### config.mk
export PLATFORM = sky130hd
export DESIGN_NAME = uart_autobaud
export DESIGN_NICKNAME = d
export VERILOG_FILES = /design/src/rtl/uart_pkg.sv /design/src/rtl/uart_rx_sync.sv /design/src/rtl/uart_autobaud.sv
export SDC_FILE = /design/constraint.sdc
export NUM_CORES = 1
export LEC_CHECK = 0
export CORE_UTILIZATION = 58
export DETAILED_ROUTE_END_ITERATION = 10
export PLACE_DENSITY = 0.8
export SYNTH_ARGS = -nofsm -noshare
export SYNTH_HDL_FRONTEND = slang
export SYNTH_SLANG_ARGS = --single-unit
### constraint.sdc
create_clock -name i_clk -period 2.9 [get_ports i_clk]
set_input_delay 0.58 -clock i_clk [delete_from_list [all_inputs] [get_ports i_clk]]
set_output_delay 0.58 -clock i_clk [all_outputs]
set_load 0.01 [all_outputs]
### src/rtl/uart_pkg.sv
// Shared types for the UART auto-baud block: divider width and FSM states.
package uart_pkg;

    localparam int DIV_W = 11;

    typedef logic [DIV_W-1:0] uart_div_t;

    typedef enum logic [2:0] {
        AB_IDLE,
        AB_WAIT_IDLE,
        AB_WAIT_EDGE,
        AB_MEASURE,
        AB_CALC,
        AB_ERROR
    } autobaud_state_t;

endpackage

### src/rtl/uart_rx_sync.sv
// RX line synchroniser with falling-edge detect. The chain resets to 1 so a
// line that is idle at reset release never produces a spurious fall.
module uart_rx_sync #(
    parameter int SYNC_STAGES = 2
) (
    input  logic i_clk,
    input  logic i_reset_n,
    input  logic i_rx,
    output logic o_rx,
    output logic o_fall
);

    logic [SYNC_STAGES-1:0] r_sync;
    logic                   r_prev;

    // Shift the raw line through the flop chain and keep the previous synced sample.
    always_ff @(posedge i_clk) begin
        if (!i_reset_n) begin
            r_sync <= '1;
            r_prev <= 1'b1;
        end else begin
            r_sync <= {r_sync[SYNC_STAGES-2:0], i_rx};
            r_prev <= r_sync[SYNC_STAGES-1];
        end
    end

    assign o_rx   = r_sync[SYNC_STAGES-1];
    assign o_fall = r_prev & ~r_sync[SYNC_STAGES-1];

endmodule

### src/rtl/uart_autobaud.sv
// UART auto-baud: times five falling edges of a 0x55 sync character (8 bit
// times) and converts the span into the 16x oversampling tick divider.
// Optional build macro UART_AUTOBAUD_VERIFY_EN adds a per-interval shape check
// that rejects characters other than 0x55.
// Handshake: i_start / i_abort are single-cycle pulses sampled on i_clk;
// o_div_valid and o_err are single-cycle pulses; o_state mirrors the FSM.
module uart_autobaud
    import uart_pkg::*;
#(
    parameter int DIV_RESET   = 25,
    parameter int SYNC_STAGES = 2,
    parameter int IDLE_CLKS   = 64,
    parameter int CNT_W       = 19
) (
    input  logic            i_clk,
    input  logic            i_reset_n,
    input  logic            i_rx,
    input  logic            i_start,
    input  logic            i_abort,
    output uart_div_t       o_div,
    output logic            o_div_valid,
    output logic            o_locked,
    output logic            o_busy,
    output logic            o_err,
    output autobaud_state_t o_state
);

    localparam int               IDLE_W   = $clog2(IDLE_CLKS + 1);
    localparam logic [CNT_W-1:0] SPAN_MAX = '1;

    autobaud_state_t   r_state;
    logic [IDLE_W-1:0] r_idle_cnt;
    logic [CNT_W-1:0]  r_span;
    logic [2:0]        r_edges;
    uart_div_t         r_div;
    logic              r_div_valid;
    logic              r_locked;
    logic              r_err;

    logic              w_rx;
    logic              w_fall;
    logic [CNT_W-1:0]  w_span_inc;
    logic [CNT_W:0]    w_sum;
    logic [31:0]       w_q;
    logic [31:0]       w_q_m1;
    logic              w_range_bad;
    logic              w_shape_bad;

    uart_rx_sync #(
        .SYNC_STAGES(SYNC_STAGES)
    ) u_sync (
        .i_clk    (i_clk),
        .i_reset_n(i_reset_n),
        .i_rx     (i_rx),
        .o_rx     (w_rx),
        .o_fall   (w_fall)
    );

    // Rounded N/128: N spans 8 bit times and a tick is 1/16 bit, so N/128 is the tick period.
    assign w_span_inc  = r_span + CNT_W'(1);
    assign w_sum       = {1'b0, r_span} + (CNT_W+1)'(64);
    assign w_q         = 32'(w_sum >> 7);
    assign w_q_m1      = w_q - 32'd1;
    assign w_range_bad = (w_q < 32'd2) || (w_q > 32'd2048);

`ifdef UART_AUTOBAUD_VERIFY_EN
    logic [CNT_W-1:0] r_last;
    logic [CNT_W-1:0] r_ival [4];
    logic [CNT_W-1:0] w_ref;
    logic [CNT_W-1:0] w_tol;
    logic [CNT_W-1:0] w_diff;

    // Each edge-to-edge interval must be within N/32 of the ideal N/4 (two bit times).
    always_comb begin
        w_ref       = r_span >> 2;
        w_tol       = r_span >> 5;
        w_diff      = '0;
        w_shape_bad = 1'b0;
        for (int k = 0; k < 4; k++) begin
            w_diff = (r_ival[k] >= w_ref) ? (r_ival[k] - w_ref) : (w_ref - r_ival[k]);
            if (w_diff > w_tol) w_shape_bad = 1'b1;
        end
    end
`else
    assign w_shape_bad = 1'b0;
`endif

    // Measurement FSM with its counters and all registered outputs.
    always_ff @(posedge i_clk) begin
        if (!i_reset_n) begin
            r_state     <= AB_IDLE;
            r_idle_cnt  <= '0;
            r_span      <= '0;
            r_edges     <= '0;
            r_div       <= DIV_W'(DIV_RESET);
            r_div_valid <= 1'b0;
            r_locked    <= 1'b0;
            r_err       <= 1'b0;
`ifdef UART_AUTOBAUD_VERIFY_EN
            r_last      <= '0;
            for (int k = 0; k < 4; k++) r_ival[k] <= '0;
`endif
        end else begin
            r_div_valid <= 1'b0;
            r_err       <= 1'b0;
            if (i_abort && (r_state != AB_IDLE)) begin
                r_state <= AB_IDLE;
            end else begin
                case (r_state)
                    AB_IDLE: begin
                        if (i_start) begin
                            r_state    <= AB_WAIT_IDLE;
                            r_idle_cnt <= '0;
                            r_span     <= '0;
                            r_edges    <= '0;
                        end
                    end
                    AB_WAIT_IDLE: begin
                        if (!w_rx) begin
                            r_idle_cnt <= '0;
                        end else if (r_idle_cnt == IDLE_W'(IDLE_CLKS - 1)) begin
                            r_state <= AB_WAIT_EDGE;
                        end else begin
                            r_idle_cnt <= r_idle_cnt + IDLE_W'(1);
                        end
                    end
                    AB_WAIT_EDGE: begin
                        if (w_fall) begin
                            r_state <= AB_MEASURE;
                            r_span  <= CNT_W'(1);
                            r_edges <= 3'd1;
`ifdef UART_AUTOBAUD_VERIFY_EN
                            r_last  <= CNT_W'(1);
`endif
                        end
                    end
                    AB_MEASURE: begin
                        if (r_span == SPAN_MAX) begin
                            r_state <= AB_ERROR;
                        end else begin
                            r_span <= w_span_inc;
                            if (w_fall) begin
                                r_edges <= r_edges + 3'd1;
`ifdef UART_AUTOBAUD_VERIFY_EN
                                r_ival[2'(r_edges - 3'd1)] <= w_span_inc - r_last;
                                r_last                     <= w_span_inc;
`endif
                                if (r_edges == 3'd4) r_state <= AB_CALC;
                            end
                        end
                    end
                    AB_CALC: begin
                        if (w_range_bad || w_shape_bad) begin
                            r_state <= AB_ERROR;
                        end else begin
                            r_div       <= w_q_m1[DIV_W-1:0];
                            r_div_valid <= 1'b1;
                            r_locked    <= 1'b1;
                            r_state     <= AB_IDLE;
                        end
                    end
                    AB_ERROR: begin
                        r_err   <= 1'b1;
                        r_state <= AB_IDLE;
                    end
                    default: r_state <= AB_IDLE;
                endcase
            end
        end
    end

    assign o_div       = r_div;
    assign o_div_valid = r_div_valid;
    assign o_locked    = r_locked;
    assign o_busy      = (r_state != AB_IDLE);
    assign o_err       = r_err;
    assign o_state     = r_state;

endmodule

==> reports/metrics.csv, run 1 <==
metric;value;unit
path_clk_slew;90;ps
drc_errors;0;
globalplace.congestion;0.915;
clkLatencyLatePin;310;ps
ys.flop_type;dfxtp_1;
layout-drive-gt1-share;0.108;
critPathKind;reg -> reg;
required;3110;ps
die_h;72.5;um
netlist_area;2880;um^2
cts_buffer_depth;2;
cap_violations;0;
powerDensity;367;nW/um^2
cts_buffers;5;
irDropWorstVdd;0.000285;V
avgSynthCellArea;8.32;um^2
instances_no_fill;437;
syn_to_final_growth;13.8;%
antenna_found_initial;0;
grt_pass1_vias;2262;
htreeDepth;2;
dp.cells;429;
synth_cells;346;
synth-edff-count;0;
hold_class;reg -> reg;
synth_warnings;0;
via_per_inst;6.04;
rsz0062_at_grt;false;
rows;25;
grt_use_total;0.254;
pin_count;23;
cp_cell_sequence;ha_1 -> buf_4 -> nor3_1 -> nor3b_1 -> nor2_1 -> o31a_1 -> nor2_2 -> a31o_1;
end_kind;flip-flop;
grt_max_degree;19;
grt.overflow.total;0;
wire_per_inst;14.8;um
dieArea;5250;um^2
setup_tns;0;ps
antennaDiodeCount;0;
synth_fp_nets;357;
fin_crit_sh;0.913;
status;finished clean;
port_buffers;22;
critPathMaxStageDelay;510;ps
synth.distinct_cells;67;
crit_fanout;11;
p_leak;0.00116;uW
core;4750;um^2
ys_seq_area_frac;0.341;
crit_family;simple AND/OR/NAND/NOR gates;
hold_viol_final;0;
cts_num_sinks;49;
initial_core_util;0.606;
seq_area;981;um^2
first_iter_violations;180;
cts_tree;built;
place_hpwl;4640;um
setup_viol;0;
final_net_count;380;
wl;6460;um
slew_violations;0;
skew;10.4;ps
fill_cells;404;
multi_input_area;1780;um^2
antenna_left;0;
dr.pass1.iters;5;
route.vias.total;2639;
yosys_register_bits;49;
grt_pass1_wl;10400;um
async_flop_share;0;
cpMaxStageDelayCell;dfxtp_1;
cts_root_buffer;clkbuf_8;
hold_buffers;0;
period_minus_slack;2650;ps
slew-limit-headroom;0.468;
path_buf_inv;1;
die_x;72.5;um
worst_slew_pin_slew;795;ps
worstSetupStartpointType;flip-flop;
clock.fmax;0.378;GHz
arrival;2850;ps
==> path summary, 6_finish.rpt <==
check,end,depth (start not counted),slack [ps],start
hold reg to reg,u_sync.r_sync[1],1,420,u_sync.r_sync[0]
hold / removal,u_sync.r_sync[1],1,420,u_sync.r_sync[0]
setup / recovery,o_div[8],8,250,r_span[6]
setup reg to reg,o_div[8],8,250,r_span[6]
==> state kept, by name, summed over array words and instances, names as in the netlist <==
register and flops:
o_div_valid 1, r_idle_cnt 7, r_span 19, o_locked 1, o_div 11, u_sync.r_prev 1, o_err 1, r_edges 3
o_state 3, u_sync.r_sync 2
==> Yosys cell counts (2+ instances only) <==
| cell | n | area share |
|---|---|---|
| xnor2_1 | 19 | 0.058 |
| o22ai_1 | 4 | 0.0087 |
| o21ai_0 | 14 | 0.024 |
| a21oi_1 | 16 | 0.028 |
| ha_1 | 6 | 0.026 |
| and2_1 | 3 | 0.0065 |
| o211ai_1 | 7 | 0.018 |
| o21a_1 | 3 | 0.0078 |
| nor2b_1 | 2 | 0.0043 |
| inv_1 | 8 | 0.010 |
| nand2_1 | 34 | 0.044 |
| nand3_1 | 16 | 0.028 |
| o21ai_1 | 2 | 0.0035 |
| nor3_1 | 7 | 0.012 |
| buf_6 | 3 | 0.012 |
| nor2_1 | 39 | 0.051 |
| nand4_1 | 9 | 0.020 |
| or4_1 | 3 | 0.0078 |
| or3_1 | 2 | 0.0043 |
| a31oi_1 | 3 | 0.0065 |
| buf_2 | 6 | 0.010 |
| mux2i_1 | 3 | 0.010 |
| nor4_1 | 6 | 0.013 |
| nand2_2 | 2 | 0.0043 |
| and3_1 | 6 | 0.013 |
| nand2b_1 | 6 | 0.013 |
| o31ai_1 | 5 | 0.013 |
| xor2_1 | 17 | 0.052 |
| clkbuf_1 | 8 | 0.010 |
| a311oi_1 | 2 | 0.0061 |
| dfxtp_1 | 49 | 0.34 |
==> power by group <==
part	internal (uW)	switching [uW]
Combinational	35.3	54.4
Clock	194	231
Sequential	679	8.74
Total	908	294
==> logic make-up (layout without fill, tap and decap cells) <==
| kind of cell | after synthesis | after routing | share of synthesized area |
|---|---|---|---|
| AO/OA/AOI/OAI | 77 | 77 | 0.202 |
| XOR/XNOR | 36 | 36 | 0.110 |
| adder cells (fa/ha/maj) | 6 | 6 | 0.0261 |
| buffers and inverters | 26 | 50 | 0.0448 |
| flip-flops | 49 | 49 | 0.341 |
| multiplexers | 4 | 4 | 0.0143 |
| AND/OR/NAND/NOR | 148 | 148 | 0.262 |
==> metrics by stage <==
| step | hold WS, ps | area [um^2] | util | worst slack, ps | total power (uW) |
|---|---|---|---|---|---|
| global route | 429 | 3280 | 0.689 | 54.4 | 1240 |
| finish | 424 | 3280 | 0.689 | 251 | 1200 |
| CTS | 425 | 3270 | 0.688 | 252 | 1210 |
| detailed placement | 406 | 3170 | 0.668 | 171 | 792 |
| floorplan | 386 | 2880 | - | 579 | 757 |
| global placement | 394 | 3170 | 0.668 | 249 | 790 |
==> layer usage <==
metal / share of wire / global-route usage
met5: 0 / 0
met2: 0.49 / 0.427
met3: 0.043 / 0.0417
met1: 0.44 / 0.321
met4: 0.028 / 0.107
==> layout make-up <==
type,count,area share
inverters,8,0.00916
well taps,67,0.0256
multi-input cells,271,0.542
repair buffers,34,0.0947
clock buffers,6,0.0252
clock inverters,2,0.00420
flip-flops and latches,49,0.299
==> cells in the final DEF, fill, tap and decap left out, types with 3 or more instances in the layout <==
cell / count
dfxtp_1: 49
nor2_1: 39
nand2_1: 34
clkdlybuf4s50_1: 22
xnor2_1: 19
xor2_1: 17
nand3_1: 16
a21oi_1: 16
o21ai_0: 14
buf_4: 12
nand4_1: 9
inv_1: 8
nor3_1: 7
o211ai_1: 7
and3_1: 6
nor4_1: 6
nand2b_1: 6
ha_1: 6
clkbuf_8: 6
o31ai_1: 5
o22ai_1: 4
and2_1: 3
or4_1: 3
o21a_1: 3
mux2i_1: 3
a31oi_1: 3
==> timing repair <==
action	in CTS	in global routing
buffers inserted	0	0
endpoints found under the setup margin	0	5
resized for setup	0	1
Power figures use the tool's default switching activity.
==> run 2, diff against run 1 <==
--- a/config.mk
+++ b/config.mk
@@ -5,9 +5,9 @@
 export SDC_FILE = /design/constraint.sdc
 export NUM_CORES = 1
 export LEC_CHECK = 0
-export CORE_UTILIZATION = 58
+export CORE_UTILIZATION = 37
+export CTS_CLUSTER_DIAMETER = 120
 export DETAILED_ROUTE_END_ITERATION = 10
-export PLACE_DENSITY = 0.8
 export SYNTH_ARGS = -nofsm -noshare
 export SYNTH_HDL_FRONTEND = slang
 export SYNTH_SLANG_ARGS = --single-unit
==> run 2 against run 1 <==
  * Sequential power barely moved
  * Sequential share of layout area fell by 0.76 points
  * Flip-flop and latch count stayed put
  * Cell area rose by 2.6%
  * Die area rose by 55%
  * Hold slack worse by 6.6 ps
  * Total power up 7.5%
  * Wire length rose by 5.6%
  * Maximum frequency grew 3.2%
  * Non-clock buffer count grew 4
  * Setup slack better by 83 ps
  * Largest power group unchanged
  * Critical path depth down 2
==> reports/metrics.csv, run 2 (same netlist as run 1, synthesis figures left out) <==
metric;value;unit;change
period_minus_slack;2570;ps;-82.8 ps
worst_slew_pin_slew;644;ps;-151 ps
slew-limit-headroom;0.567;;+0.0992
p_leak;0.00118;uW;+2.2%
port_buffers;22;;unchanged
p_total;1290;uW;+7.5%
dieArea;8140;um^2;+55%
hold_viol_final;0;;unchanged
slew_violations;0;;unchanged
hold_buffers;0;;unchanged
path_clk_slew;100;ps;about the same
worstSetupStartpointType;flip-flop;;
critPathMaxStageDelay;640;ps;+130 ps
cts_tree;built;;
design_area;3360;um^2;+2.6%
wl;6820;um;+5.6%
route.vias.total;2530;;-4.1%
regMostFlops;r_span;;
die_h;90.2;um;+25%
grt_use_total;0.174;;-0.0800
final_common_cell;dfxtp_1;;
antenna_left;0;;unchanged
crit_family;simple AND/OR/NAND/NOR gates;;
crit_fanout;13;;+2
irDropWorstVdd;0.000227;V;-21%
powerDensity;384;nW/um^2;+4.7%
cpMaxStageDelayCell;dfxtp_1;;
hold_class;reg -> reg;;
wire_per_inst;14.4;um;-2.4%
skew;8.17;ps;-2.20 ps
cts_buffer_depth;2;;unchanged
final_cell_mix;49 x dfxtp_1, 39 x nor2_1, 34 x nand2_1, 22 x clkdlybuf4s50_1, 19 x xnor2_1;;
critPathKind;reg -> reg;;
antenna_found_initial;0;;unchanged
end_kind;flip-flop;;
arrival;2760;ps;-90 ps
grt_pass1_vias;2378;;+5.1%
via_per_inst;5.35;;-11%
post-cts-setup-buffers;0;;unchanged
setup_tns;0;ps;unchanged
dr.pass1.iters;4;;-1
grt_max_degree;19;;unchanged
rsz0062_at_grt;false;;
layout-drive-gt1-share;0.115;;+0.00687
pin_count;23;;unchanged
status;finished clean;;
die_x;90.2;um;+25%
htreeDepth;2;;unchanged
cts_resized;0;;unchanged
largest_reg_flops;19;;unchanged
cts_buffers;5;;unchanged
required;3100;ps;about the same
final_net_count;384;;+1.1%
antennaDiodeCount;0;;unchanged
postPlaceCellArea;3240;um^2;+2.2%
rows;31;;+24%
first_iter_violations;195;;+8.3%
clock.fmax;0.390;GHz;+3.2%
core;7370;um^2;+55%
fin_crit_sh;0.885;;-0.0286
cp_cell_sequence;nand4_2 -> nor4_1 -> mux2_2 -> o31a_1 -> o311ai_2 -> o31ai_1;;
path_buf_inv;0;;-1
cts_num_sinks;49;;unchanged
globalplace.congestion;0.847;;-7.3%
place_hpwl;5120;um;+10%
setup_viol;0;;unchanged
grt.overflow.total;0;;unchanged
cts_root_buffer;clkbuf_8;;
grt_pass1_wl;11500;um;+11%
drc_errors;0;;unchanged
clkLatencyLatePin;310;ps;about the same
cap_violations;0;;unchanged
initial_core_util;0.391;;-0.215
syn_to_final_growth;16.8;%;
## run 2: metrics by stage
stage	instances	hold slack, ps	setup WS (ps)	utilization
after floorplan	346	386	579	-
after global placement	465	392	302	0.440
after detailed placement	465	401	333	0.440
after CTS	473	425	420	0.456
after global routing	473	453	268	0.456
final	473	417	334	0.456
## run 2: cell type report
| cell class | count | area [um^2] |
|---|---|---|
| inverters | 8 | 30.0 |
| flip-flops and latches | 49 | 981 |
| clock buffers | 5 | 68.8 |
| repair buffers | 38 | 340 |
| well taps | 99 | 124 |
| clock inverters | 3 | 48.8 |
| fillers | 763 | 4010 |
| multi-input cells | 271 | 1770 |
## run 2: final timing paths
path,slack (ps),start,to,cells after the start
hold reg to reg,420,u_sync.r_sync[0],u_sync.r_sync[1],1
setup / recovery,330,r_span[9],o_div[10],6
hold / removal,420,u_sync.r_sync[0],u_sync.r_sync[1],1
setup reg to reg,330,r_span[9],o_div[10],6
## run 2: power breakdown
group	leakage [uW]	internal, uW	switching, uW
combinational	0.000733	38.4	54.1
sequential	0.000396	679	8.98
clock	0.0000563	263	248
total	0.00118	981	311
## run 2: per-layer routing
metal / up-vias / global-route usage / routed length [um] / part of all wire
met4: 0 / 0.0524 / 65 / 0.0095
li1: 1299 / - / - / -
met3: 7 / 0.0262 / 202 / 0.030
met5: - / 0 / 0 / 0
met1: 1175 / 0.230 / 3220 / 0.47
met2: 49 / 0.290 / 3340 / 0.49
